`config.mk`:
```
export PLATFORM = sky130hd
export DESIGN_NAME = mac_acc_negator_pipe_flat
export DESIGN_NICKNAME = d
export VERILOG_FILES = /design/src/rtl/mac_acc_negator_pipe_if.sv /design/src/rtl/mac_acc_negator_pipe.sv /design/src/flat_wrapper.sv
export SDC_FILE = /design/constraint.sdc
export NUM_CORES = 1
export LEC_CHECK = 0
export CAP_MARGIN = 5
export CORE_ASPECT_RATIO = 1.25
export CORE_MARGIN = 4
export CORE_UTILIZATION = 47
export DETAILED_ROUTE_END_ITERATION = 16
export HOLD_SLACK_MARGIN = 0.15
export PLACE_DENSITY = 0.76
export SKIP_LAST_GASP = 1
export SLEW_MARGIN = 20
export SYNTH_ARGS = -nofsm -noshare
export SYNTH_HDL_FRONTEND = slang
export SYNTH_SLANG_ARGS = --single-unit
```
`constraint.sdc`:
```
create_clock -name clk -period 4 [get_ports clk]
set_input_delay 1 -clock clk [delete_from_list [all_inputs] [get_ports clk]]
set_output_delay 1 -clock clk [all_outputs]
set_load 0.01 [all_outputs]
```
`src/rtl/mac_acc_negator_pipe_if.sv`:
```
// Beat interface for the MAC accumulator negator: the input side carries the
// config, lane data and sign flags, and the output side carries the result lanes.
interface mac_acc_negator_pipe_if #(
  parameter int NUM_LANES  = 4,
  parameter int LANE_WIDTH = 32,
  parameter int CONF_WIDTH = 4
);
  logic                              in_valid;
  logic                              in_ready;
  logic [CONF_WIDTH-1:0]             cfg;
  logic [NUM_LANES*LANE_WIDTH-1:0]   in_data;
  logic [NUM_LANES-1:0]              in_neg;
  logic                              out_valid;
  logic                              out_ready;
  logic [NUM_LANES*LANE_WIDTH-1:0]   out_data;
  logic [NUM_LANES-1:0]              out_neg;

  modport master (
    output in_valid, cfg, in_data, in_neg, out_ready,
    input  in_ready, out_valid, out_data, out_neg
  );

  modport slave (
    input  in_valid, cfg, in_data, in_neg, out_ready,
    output in_ready, out_valid, out_data, out_neg
  );
endinterface

```
`src/rtl/mac_acc_negator_pipe.sv`:
```
// Two-stage conditional two's-complement negator for grouped MAC accumulator lanes.
// S1 registers the raw beat; the carry chain and negation are computed from S1 and registered into S2.
module mac_acc_negator_pipe #(
  parameter int NUM_LANES  = 4,
  parameter int LANE_WIDTH = 32,
  parameter int MODE_WIDTH = 2,
  parameter int CONF_WIDTH = 4
) (
  input  logic                   clk,
  input  logic                   rst_n,
  mac_acc_negator_pipe_if.slave  bus
);

  localparam int DATA_W     = NUM_LANES * LANE_WIDTH;
  localparam int LOG2_LANES = $clog2(NUM_LANES);

  typedef struct packed {
    logic [CONF_WIDTH-1:0] cfg;
    logic [DATA_W-1:0]     data;
    logic [NUM_LANES-1:0]  neg;
  } beat_t;

  logic                  s1_valid_q, s1_valid_d;
  beat_t                 s1_beat_q,  s1_beat_d;
  logic                  s2_valid_q, s2_valid_d;
  logic [DATA_W-1:0]     s2_data_q,  s2_data_d;
  logic [NUM_LANES-1:0]  s2_neg_q,   s2_neg_d;

  logic                  adv1, adv2;
  logic                  signed_en;
  logic [MODE_WIDTH-1:0] mode;
  logic [LANE_WIDTH-1:0] lane_x;
  logic [NUM_LANES-1:0]  grp_low, lane_zero, cin, lane_sel;
  logic [DATA_W-1:0]     neg_data;

  assign adv2 = ~s2_valid_q | bus.out_ready;
  assign adv1 = ~s1_valid_q | adv2;

  assign bus.in_ready  = adv1;
  assign bus.out_valid = s2_valid_q;
  assign bus.out_data  = s2_data_q;
  assign bus.out_neg   = s2_neg_q;

  // Group decode, ripple carry chain and conditional negate, all from the S1 beat.
  always_comb begin
    // NOTE: every variable gets a default before any conditional update, so no latch is inferred.
    signed_en = s1_beat_q.cfg[CONF_WIDTH-1];
    mode      = s1_beat_q.cfg[MODE_WIDTH-1:0];
    lane_x    = '0;
    grp_low   = '0;
    lane_zero = '0;
    lane_sel  = '0;
    cin       = '0;
    neg_data  = '0;

    for (int j = 0; j < NUM_LANES; j++) begin
      lane_x       = s1_beat_q.data[j*LANE_WIDTH +: LANE_WIDTH];
      lane_zero[j] = (lane_x == '0);
      // Out-of-range modes and mode 0 both fall back to single-lane groups.
      grp_low[j]   = 1'b1;
      lane_sel[j]  = signed_en & s1_beat_q.neg[j];
      for (int g = 1; g <= LOG2_LANES; g++) begin
        if (int'(mode) == g) begin
          grp_low[j]  = ((j % (1 << g)) == 0);
          lane_sel[j] = signed_en & s1_beat_q.neg[(j / (1 << g)) * (1 << g) + (1 << g) - 1];
        end
      end
    end

    // A group's lowest lane restarts the chain, which kills carry from the group below.
    cin[0] = 1'b1;
    for (int j = 1; j < NUM_LANES; j++) begin
      cin[j] = grp_low[j] | (cin[j-1] & lane_zero[j-1]);
    end

    for (int j = 0; j < NUM_LANES; j++) begin
      lane_x = s1_beat_q.data[j*LANE_WIDTH +: LANE_WIDTH];
      neg_data[j*LANE_WIDTH +: LANE_WIDTH] =
        lane_sel[j] ? (~lane_x + {{(LANE_WIDTH-1){1'b0}}, cin[j]}) : lane_x;
    end
  end

  // Pipeline advance: each stage loads when it is empty or its content moves on.
  always_comb begin
    s1_valid_d = s1_valid_q;
    s1_beat_d  = s1_beat_q;
    s2_valid_d = s2_valid_q;
    s2_data_d  = s2_data_q;
    s2_neg_d   = s2_neg_q;

    if (adv1) begin
      s1_valid_d = bus.in_valid;
      if (bus.in_valid) begin
        s1_beat_d = '{cfg: bus.cfg, data: bus.in_data, neg: bus.in_neg};
      end
    end

    if (adv2) begin
      s2_valid_d = s1_valid_q;
      if (s1_valid_q) begin
        s2_data_d = neg_data;
        s2_neg_d  = lane_sel;
      end
    end
  end

  always_ff @(posedge clk or negedge rst_n) begin
    if (!rst_n) begin
      // NOTE: data registers are reset too, so out_data/out_neg read 0 during and after reset.
      s1_valid_q <= 1'b0;
      s1_beat_q  <= '0;
      s2_valid_q <= 1'b0;
      s2_data_q  <= '0;
      s2_neg_q   <= '0;
    end else begin
      // NOTE: non-blocking assignments make every flop sample pre-edge values.
      s1_valid_q <= s1_valid_d;
      s1_beat_q  <= s1_beat_d;
      s2_valid_q <= s2_valid_d;
      s2_data_q  <= s2_data_d;
      s2_neg_q   <= s2_neg_d;
    end
  end

endmodule

```
`src/flat_wrapper.sv`:
```
// flat-port wrapper written by rule: the top's interface ports become plain ports
module mac_acc_negator_pipe_flat 
#(
  parameter int NUM_LANES  = 4,
  parameter int LANE_WIDTH = 32,
  parameter int MODE_WIDTH = 2,
  parameter int CONF_WIDTH = 4
)
  (clk, rst_n, bus_in_valid, bus_cfg, bus_in_data, bus_in_neg, bus_out_ready, bus_in_ready, bus_out_valid, bus_out_data, bus_out_neg);
  mac_acc_negator_pipe_if #(.NUM_LANES(NUM_LANES), .LANE_WIDTH(LANE_WIDTH), .CONF_WIDTH(CONF_WIDTH)) bus_i ();
  input  logic clk;
  input  logic rst_n;
  input wire logic [$bits(bus_i.in_valid)-1:0] bus_in_valid;
  input wire logic [$bits(bus_i.cfg)-1:0] bus_cfg;
  input wire logic [$bits(bus_i.in_data)-1:0] bus_in_data;
  input wire logic [$bits(bus_i.in_neg)-1:0] bus_in_neg;
  input wire logic [$bits(bus_i.out_ready)-1:0] bus_out_ready;
  output wire logic [$bits(bus_i.in_ready)-1:0] bus_in_ready;
  output wire logic [$bits(bus_i.out_valid)-1:0] bus_out_valid;
  output wire logic [$bits(bus_i.out_data)-1:0] bus_out_data;
  output wire logic [$bits(bus_i.out_neg)-1:0] bus_out_neg;
  assign bus_i.in_valid = bus_in_valid;
  assign bus_i.cfg = bus_cfg;
  assign bus_i.in_data = bus_in_data;
  assign bus_i.in_neg = bus_in_neg;
  assign bus_i.out_ready = bus_out_ready;
  assign bus_in_ready = bus_i.in_ready;
  assign bus_out_valid = bus_i.out_valid;
  assign bus_out_data = bus_i.out_data;
  assign bus_out_neg = bus_i.out_neg;
  mac_acc_negator_pipe #(.NUM_LANES(NUM_LANES), .LANE_WIDTH(LANE_WIDTH), .MODE_WIDTH(MODE_WIDTH), .CONF_WIDTH(CONF_WIDTH)) u_core (.clk(clk), .rst_n(rst_n), .bus(bus_i));
endmodule
```
==> run summary <==
The starting density of the core was 47.8%; the row count was 67. For the pin count of the biggest net entering global routing, the log shows 113. TritonCTS built the clock tree. The worst setup path is launched from a flip-flop. The count of final max-slew check failures was 0; the register bit total from synthesis was 269. The commonest non-fill, non-tap cell in the layout is clkdlybuf4s50_1.

CTS placed an instance of clkbuf_16 at the clock tree root. The run finished, with violations left. For the number of top-level pins, the log shows 274. The logs give 269 for the sink count of the clock tree and 55 for the distinct cell type count of the synthesized netlist. The run gives 425 as the number of DRC violations after detailed-routing iteration 0.

The leading register cell type out of synthesis was dfrtp_1. Using the TritonRoute via totals, the vias-per-cell ratio works out to 5.43. Across the routed clock network, the largest skew measured is 0.0154 ns. The startpoint identified for the worst hold timing path is u_core.bus.out_neg[1]. The tools report the final weighted congestion in routability-driven placement as 0.825. The number of nets handed over by synthesis was 1343. Setup repair after global routing could not meet its margin everywhere.

The count of buffers inserted at the top-level ports is 272, and the instance count of the mapped netlist is 1193. The worst register-to-register path begins at u_core.s1_beat_q[5]. Type of the most critical hold path: reg2reg.

The worst-case clock buffer depth was 3; the worst path required time was 4.38 ns. The setup path with the least slack is of type reg2reg. The number of vias in the routed layout is 10120. For this block, the routed nets add up to 34400 µm of wire.

Maximum vdd ir drop: 0.363 mV. The half-perimeter wire length of the detailed placement result is 24400 µm, and the per-cell routed wire length is 18.5 µm. The first-pass GRT wire length is 53700 µm. The kind of end point of the critical path is a flip-flop. The run gives 4 as the number of antenna violations at the first check in global routing. In the synthesized netlist the async set-or-reset flop fraction comes to 100%.

At the pin with the least slew margin, the transition time is 1.19 ns. Once detail routing completed, the nets flagged for antenna violations numbered 0. Across all hold checks on the routed design, the worst slack comes to 0.477 ns.

The die span in y was 193 µm; the smallest setup slack after layout was -0.0128 ns. The number of maximum-capacitance constraint violations is 0. In the layout the commonest cells are clkdlybuf4s50_1, dfrtp_1, nand2_1.

A synthesized cell averages 10.8 µm². Clock tree synthesis inserted a total of 27 buffers. The portion of the clock cycle consumed by the worst path in the final layout is 100%, and the number of warning messages in the yosys log is 0. The largest fanout of any net on the critical path was 8. The area growth from synthesis to layout came out at 35.2%.

For the via count of the first global-routing pass, the log shows 10359. The DRC violation count after routing came out at 0. The logs give 0.0129 mm² for the netlist area before placement and 0 for the final hold violation count. Timing would allow up to 249 MHz. At the end of the flow, the number of nets in the layout was 1650. The total of fill cells in the finished design was 2079; the sum of overflow across all layers after global routing was 0. From left edge to right edge, the die measures 156 µm. Including well taps, the total number of placed cells is 1813. At the later pin of the worst-skew pair, clock insertion delay measures 0.53 ns.

The number of detailed-route iterations in the first pass is 5. In this run the worst setup path begins at u_core.s1_beat_q[5]. The final count of negative-setup-slack endpoints is 1, and the number of enable flip-flop cells after synthesis is 0. The logs give 1 for the total number of H-tree levels and -0.0128 ns for the total negative slack for setup checks.

The quantity of hold-fixing buffers added after cts was 0; the global-route total usage across every layer was 22.1%. Clock-pin slew was measured on the worst setup and hold paths at 0.07 ns. The data arrival time of the critical path was 4.39 ns. The die covers 0.0301 mm². Summing the sequential cell areas from Yosys gives 52.4% of the chip area.

The ratio of total power to cell area was 532 mW/mm². Shortest clock period the worst path allows after layout: 4.01 ns. The post-route netlist has 19.2% of its cells at a drive strength greater than 1. The checks that failed: negative setup slack.

The static leakage was 0.00710 µW. In this run the tightest slew margin relative to its limit is 20.1%. The standard cell core area was 0.0269 mm²; the count of non-filler cells in the finished layout was 1864.
report_power, final:
part	internal [µW]	switching, µW
registers	3350	505
clock network	1360	1050
logic	1660	1320
total	6370	2880
what timing repair did:
item	4_1_cts	5_1_grt
setup endpoints to repair	11	23
pin swaps	11	12
endpoints found under the hold margin	0	0
gates resized for setup	17	16
buffers inserted	2	1
cell usage after synthesis (6+ instances only):
master	instances	area share (%)
ha_1	10	0.97
nand3_1	6	0.23
nor4_1	12	0.58
clkbuf_1	55	1.6
nand2_1	141	4.1
xnor2_1	91	6.2
nand2b_1	7	0.34
dfrtp_1	269	52
inv_1	26	0.76
o21ai_0	138	5.4
xor2_1	27	1.8
o31ai_1	13	0.76
or3_1	8	0.39
nor3_1	32	1.2
mux2_2	135	12
a21oi_1	27	1.1
a31oi_1	33	1.6
a41oi_1	20	1.4
or4_1	12	0.70
nor2_1	59	1.7
layer usage:
layer / vias up / GRT usage (%) / share of wire, %
li1: 4833 / - / -
met1: 4966 / 26.6 / 39
met2: 260 / 40.5 / 53
met3: 57 / 3.54 / 5.1
met4: 4 / 7.07 / 2.8
met5: - / 0 / 0.061
metrics by stage:
stage	total power, µW	utilization, %	setup WS, ns	area (µm²)
CTS	9300	64.2	-0.0398	17300
floorplan	5250	-	0.210	12900
global route	9760	64.6	-0.155	17400
finish	9250	64.6	-0.0128	17400
global placement	6770	60.8	-0.104	16400
detailed placement	6850	60.8	-0.190	16400
cell type report:
cell class / count / area, µm² / share of cell area [%]
Clock inverter: 7 / 38.8 / 0.223
Clock buffer: 39 / 791 / 4.55
Timing Repair Buffer: 340 / 3330 / 19.2
Sequential cell: 269 / 6730 / 38.7
Antenna cell: 2 / 5.00 / 0.0288
Multi-Input combinational cell: 836 / 5960 / 34.3
Inverter: 26 / 97.6 / 0.561
Tap cell: 345 / 432 / 2.48
critical path: stages, from the launching register on:
cell     delay [ns]
dfrtp_1        0.39
inv_2          0.07
ha_4           0.13
or4b_4         0.48
nor3_4         0.20
nand2_2        0.10
o41a_1         0.45
o41ai_4        0.28
ha_2           0.29
ha_4           0.14
or3b_4         0.40
nor4_4         0.29
buf_6          0.19
a31oi_4        0.09
xnor2_1        0.25
o21ai_1        0.10
worst paths after layout:
kind / to / slack, ns / depth (start not counted)
max: u_core.bus.out_data[116] / -0.01 / 15
min: u_core.bus.out_neg[1] / 0.48 / 2
max reg2reg: u_core.bus.out_data[116] / -0.01 / 15
min reg2reg: u_core.bus.out_neg[1] / 0.48 / 2
max in group asynchronous: u_core.bus.out_data[75] / 2.65 / 2
min in group asynchronous: u_core.lane_x[12] / 0.54 / 1
flip-flops by register name, summed over array words and instances, names as in the netlist:
name / count
u_core.bus.out_data: 128
u_core.s1_valid_q: 1
u_core.s1_beat_q: 101
u_core.lane_x: 32
u_core.mode: 2
u_core.bus.out_neg: 4
u_core.bus.out_valid: 1
logic make-up after synthesis:
kind of cell,share of synthesized area [%]
AOI/OAI and AO/OA,11.1
and+or+nand+nor,12.7
buffers and inverters,2.65
adders and majority gates,0.973
muxes,12.1
xor gates and xnor gates,8.04
DFF,52.4
Power figures use the tool's default switching activity.
